### src/rtl/seq_mult16.sv
// Sequential unsigned shift-add multiplier with a start-release handshake.
// One operand bit per cycle; the result is the low WIDTH bits of the exact product.
module seq_mult16 #(
    parameter int WIDTH = 16
) (
    input  logic             clk,
    input  logic             rst,
    input  logic             start,
    input  logic [WIDTH-1:0] Ain,
    input  logic [WIDTH-1:0] Bin,
    output logic [WIDTH-1:0] Yout,
    output logic             done
);
    localparam int CW = $clog2(WIDTH);

    typedef enum logic [2:0] {
        S_IDLE,
        S_WAIT,
        S_LOAD,
        S_CALC,
        S_DONE
    } state_t;

    state_t             state, state_nx;
    logic [WIDTH-1:0]   a_reg, b_reg;
    logic [2*WIDTH-1:0] acc, acc_nx;
    logic [CW-1:0]      cnt;
    logic               last;

    assign last = (cnt == CW'(WIDTH - 1));

    always_comb begin
        state_nx = state;
        acc_nx   = acc;
        if (b_reg[0])
            acc_nx = acc + ({{WIDTH{1'b0}}, a_reg} << cnt);
        case (state)
            S_IDLE:  if (start) state_nx = S_WAIT;
            S_WAIT:  if (!start) state_nx = S_LOAD;
            S_LOAD:  state_nx = S_CALC;
            S_CALC:  if (last) state_nx = S_DONE;
            S_DONE:  if (start) state_nx = S_WAIT;
            default: state_nx = S_IDLE;
        endcase
    end

    // done is registered one edge after DONE entry and clears on the same
    // edge that a new start is sampled in DONE.
    always_ff @(posedge clk or negedge rst) begin
        if (!rst) begin
            state <= S_IDLE;
            a_reg <= '0;
            b_reg <= '0;
            acc   <= '0;
            cnt   <= '0;
            Yout  <= '0;
            done  <= 1'b0;
        end else begin
            state <= state_nx;
            done  <= (state == S_DONE) && !start;
            case (state)
                S_LOAD: begin
                    a_reg <= Ain;
                    b_reg <= Bin;
                    acc   <= '0;
                    cnt   <= '0;
                end
                S_CALC: begin
                    acc   <= acc_nx;
                    b_reg <= b_reg >> 1;
                    cnt   <= cnt + 1'b1;
                    if (last)
                        Yout <= acc_nx[WIDTH-1:0];
                end
                default: ;
            endcase
        end
    end

endmodule

### config.mk
export PLATFORM = sky130hd
export DESIGN_NAME = seq_mult16
export DESIGN_NICKNAME = d
export VERILOG_FILES = /design/src/rtl/seq_mult16.sv
export SDC_FILE = /design/constraint.sdc
export NUM_CORES = 1
export LEC_CHECK = 0
export BUFFER_PORTS_ARGS = -buffer_cell sky130_fd_sc_hd__buf_2
export CORE_ASPECT_RATIO = 0.9
export CORE_MARGIN = 2
export CORE_UTILIZATION = 65
export CTS_BUF_LIST = sky130_fd_sc_hd__clkbuf_8
export CTS_CLUSTER_SIZE = 12
export DETAILED_ROUTE_END_ITERATION = 7
export PLACE_DENSITY = 0.92
export SKIP_CTS_REPAIR_TIMING = 1
export SYNTH_ARGS = -nofsm -noshare
export SYNTH_HDL_FRONTEND = slang
export SYNTH_SLANG_ARGS = --single-unit
### constraint.sdc
create_clock -name clk -period 5.45 [get_ports clk]
set_input_delay 0 -clock clk [delete_from_list [all_inputs] [get_ports clk]]
set_output_delay 0 -clock clk [all_outputs]
set_load 0.01 [all_outputs]
Yosys cells after proc, flatten, opt, wreduce, memory -nomap -nowiden
Cells that the tools add are included.

Register bits after elaboration: 88. Input port bits: 35. Output and inout port bits: 17. Logic and storage cells: 36.

$add $sub $neg: 2. Eq/ne operators: 9. Shifts and indexed selects: 1. Multiplexer cells: 8. Reductions and logical operators: 8.

Operator list (count): one-hot mux 32 bit (2 select lines) (1); adder 32 bit (1); 2-to-1 mux 32 bit (1); one-hot mux 16 bit (2 select lines) (1); left shift 16 x 4 -> 32 bit (1); one-hot mux 3 bit (4 select lines) (1); 2-to-1 mux 3 bit (3); one-hot mux 4 bit (2 select lines) (1); equality test 3 x 2 -> 1 bit (second input constant) (2); != test 2 bit (second input constant) (3); adder 4 x 1 -> 4 bit (second input constant) (1); equality test 4 bit (second input constant) (1); AND reduction 2 bit (2); equality test 3 x 1 -> 1 bit (second input constant) (1); equality test 3 bit (second input constant) (1); zero test 3 bit (1); AND reduction 3 bit (1); != test 2 x 1 -> 1 bit (second input constant) (1); nonzero test 2 bit (1); OR reduction 2 bit (1); logical AND 1 bit (1); zero test 1 bit (1).

Depth between registers and ports, before layout
Word-level depth: 4. Depth in mapped cells: 16. Depth with buffers taken out: 13.

Worst setup path after synthesis
Ideal clock, no wire load.

Path type: reg2reg. Start point: register cnt[0]. End point: register Yout[13]. Data arrival time: 3.038 ns. Data required time: 5.367 ns. Slack: 2.329 ns. Cell stages (with the launch flop): 17. Path buffers: 3. Clock period less this slack: 3.121 ns. Path through: dfrtp_1 buf_6 buf_2 mux2i_1 nor2_1 a21oi_1 o21a_1 nor2_1 ha_1 clkbuf_1 o211ai_1 nor2_1 a21boi_0 o41ai_1 xor2_1 a21oi_1 o21ai_0.

Longest elaborated chain between the ends: 3.

Ends and longest elaborated chain: from (decl) (line 27) `logic [CW-1:0] cnt;`; from (signal assigned) (line 71) `cnt <= cnt + 1'b1;`; left shift 16 x 4 -> 32 bit (line 36) `acc_nx = acc + ({{WIDTH{1'b0}}, a_reg} << cnt);`; adder 32 bit (line 36); 2-to-1 mux 32 bit (line 35) `if (b_reg[0])`; to (signal assigned) (line 73) `Yout <= acc_nx[WIDTH-1:0];`; to (decl) (line 11) `output logic [WIDTH-1:0] Yout,`.

Parallel ways exist; a longest one is shown, timed or not. The select of a mux whose other input is x is not followed. A chain may end at the register's enable or synchronous reset.

Worst setup path in the final report
Start point: register cnt[0]. End point: register Yout[12].

Same word-level chain as after synthesis.

==> results.txt <==
----------------------------------------------------
[Placed design]
  Final RePlAce weighted congestion ... 0.918
  Number of port buffers ... 51
  Half-perimeter wire length after detailed placement ... 6840 um
  Number of placed instances, taps included ... 576
  Post-place instance area ... 0.00470 mm2

[CTS]
  CTS tree ... built
  Clock transition at the registers of the reported paths ... 0.07 ns
  Number of buffers on the longest clock path ... 2
  Clock insertion delay at the later pin of the skew report ... 0.36 ns
  H-tree level count ... 3
  Sinks on Clock Net ... 72
  Root cell of the clock tree ... clkbuf_8
  CTS buffer count ... 9

[Worst hold path]
  Path class of the lowest-slack min-delay path ... in -> reg
  Worst Hold Path Cells ... 3

[Global routing]
  Number of antenna violations at the first check in global routing ... 0
  GRT Util Overall ... 27.3%
  Global-route wire length before repair ... 16000 um
  Vias in the first global route ... 3348
  Pin count of the biggest net entering global routing ... 73
  Remaining global-route overflow ... 0

[Die]
  Site Rows ... 28
  Area of the placeable core ... 0.00659 mm2
  Vertical die dimension ... 82.3 um
  Initial core utilization ... 67.2%
  Die boundary width ... 91.0 um
  I/O pin total ... 52
  Total die area ... 0.00749 mm2

[Timing]
  Final worst-path cycle share ... 70.7%
  Max Clock Skew ... 0.0110 ns
  Slew @ Worst Pin ... 1.20 ns
  Shortest period the worst path allows ... 3.85 ns
  RSZ-0062 raised after global routing ... no
  Tightest slew margin relative to the limit ... 19.9%
  Highest clock frequency the design can meet ... 0.260 GHz
  Worst Hold Margin ... -0.0366 ns
  Final TNS setup ... 0 ns
  Final slew viol count ... 0
  Number of failing hold endpoints at the final stage ... 2
  Total of endpoints with negative setup slack in the final report ... 0

[Routing]
  DRC viols ... 0
  Drt first pass iters ... 7
  Post-DR wirelength/cell ... 17.5 um
  Antenna-violating nets left ... 0
  DRT iter0 DRCs ... 298
  Vias per cell ... 6.21
  Via count of the routed design ... 3874
  Final Routed Wirelength ... 10900 um

[Pwr]
  Post-route total power ... 3690 uW
  Maximum vdd drop ... 0.000478 V
  Standby leakage power ... 0.00248 uW
  Pwr dens ... 707 mW/mm2

[Yosys]
  Average size of a mapped cell ... 9.59 um2
  Library cell occupying the most area in the post-synthesis netlist ... dfrtp_1
  Number of unique standard cell types used by synthesis ... 47
  Number of enable-type register cells in the synthesized netlist ... 0
  Share of the synthesized area in the top cell type ... 40.7%
  Complex-gate fraction of the synthesized area ... 18.5%
  Portion of netlist area occupied by mux cells ... 17.4%
  Cells after synthesis ... 462
  Fraction of synthesis flops using an asynchronous set or reset pin ... 100%
  Area of the mapped netlist ... 0.00443 mm2
  Post-synth top flop ... dfrtp_1
  Share of synthesized cell area in and, or, nand and nor gates ... 12.6%
  Adder-cell share of the synthesized area ... 4.97%
  Yosys warning total ... 0
  Xor-xnor portion of the synthesized cell area ... 2.57%
  Synthesized Nets ... 514
  Main combinational cell family by area after synthesis ... compound AO/OA/AOI/OAI gates
  Part of the Yosys area used for sequential elements ... 40.7%
  Cell types occupying the most area after synthesis ... dfrtp_1, mux2i_1, o21ai_0
  Number of flip-flops and latches in the synthesized netlist ... 72

[Setup path]
  Number of cells traversed by the worst register-to-register path ... 12
  Required time of the worst setup path ... 5.69 ns
  Crit path capture type ... register
  Element type at the critical path start ... register
  Category of the most critical setup path ... reg -> reg
  Worst Path Max Fanout ... 22
  Arrival time of the worst setup path ... 4.09 ns

[Job]
  Max-capacitance violation count ... 0

[Final layout]
  Final antenna diode count ... 0
  Fraction of final layout cells sized beyond drive strength 1 ... 17.2%
  Net count reported at finish ... 581
  Area added between synthesis and finish ... 18.0%
  Final Instance Area ... 0.00523 mm2
  Post-Layout Cell Count ... 624

[Outcome]
  Run status ... finished, violations left
  Violated checks ... hold timing

----------------------------------------------------
-- critical path, stage by stage, from the launching register on --
cell,delay [ns]
dfrtp_1,0.92
mux4_1,0.67
nand2_1,0.08
o21a_1,0.18
nor2_1,0.05
ha_1,0.38
a21oi_1,0.20
o21ai_0,0.12
a31oi_1,0.25
nand2_1,0.13
a31oi_1,0.31
mux2i_1,0.15
a211o_1,0.28
-- cell usage in the layout, fill, tap and decap left out, drive strengths merged, types with 6 or more instances in the layout --
master	count
dlygate4sd3	32
ha	16
buf	54
a21o	8
dfrtp	72
nand2	59
nor3	7
nand3	8
mux2i	41
a211oi	8
clkbuf	11
nor2b	7
xnor2	9
a22oi	8
mux4	6
nor2	23
a21oi	31
o21ai	49
mux2	18
-- synthesized netlist by cell type (4+ instances only) --
master	n
a31oi_1	4
buf_1	6
o22ai_1	5
nor2_1	23
xnor2_1	9
dfrtp_1	72
a21oi_1	30
mux2i_1	41
a211oi_1	8
a22oi_1	8
o21a_1	4
nor3_1	7
xor2_1	4
a22o_1	4
nand3_1	8
a21o_1	8
mux2_2	18
mux4_1	6
ha_1	16
clkbuf_1	21
nand2_1	59
o211ai_1	5
o21ai_0	49
nand2b_1	4
nor2b_1	7
-- cell families (layout without fill, tap and decap cells) --
family          after synthesis  in the layout
compound gates              135            135
simple gates                124            124
flops                        72             72
mux                          65             65
buf+inv                      36            108
fa+ha+maj                    17             17
xor+xnor                     13             13
-- report_power, final --
part,leakage [uW],internal (uW),switching (uW)
Clock,0.000101,235,209
Sequential,0.000907,776,302
Combinational,0.00147,959,1210
Total,0.00248,1970,1720
-- stage by stage --
stage	utilization (%)	hold slack, ns	setup slack (ns)
5_1_grt	79.4	0.00332	1.34
6_report	79.4	-0.0366	1.60
3_5_place_dp	71.4	0.229	1.70
2_1_floorplan	-	-0.296	2.33
3_3_place_gp	71.4	0.216	1.80
4_1_cts	74.5	-0.153	1.68
-- cell type report --
cell class | count | area, um2
clock buffer | 11 | 151
sequential | 72 | 1800
timing repair buffer | 86 | 598
tap | 90 | 113
fill | 436 | 1360
inverter | 6 | 22.5
clock inverter | 5 | 55.1
multi-input combinational | 354 | 2480
-- path summary, 6_finish.rpt --
kind,start,to,slack [ns]
setup / recovery,cnt[0],Yout[12],1.60
hold / removal,Bin[11],b_reg[11],-0.04
setup reg to reg,cnt[0],Yout[12],1.60
hold reg to reg,Yout[0],Yout[0],0.48
max in group asynchronous,rst,a_reg[13],4.50
min in group asynchronous,rst,b_reg[0],0.36
-- per-layer routing --
layer	share of wire, %	track usage, %
met1	41	36.7
met2	50	45.0
met3	7.1	5.63
met4	1.6	9.24
met5	0	0
Note: power is estimated with default switching activity, not from simulation.
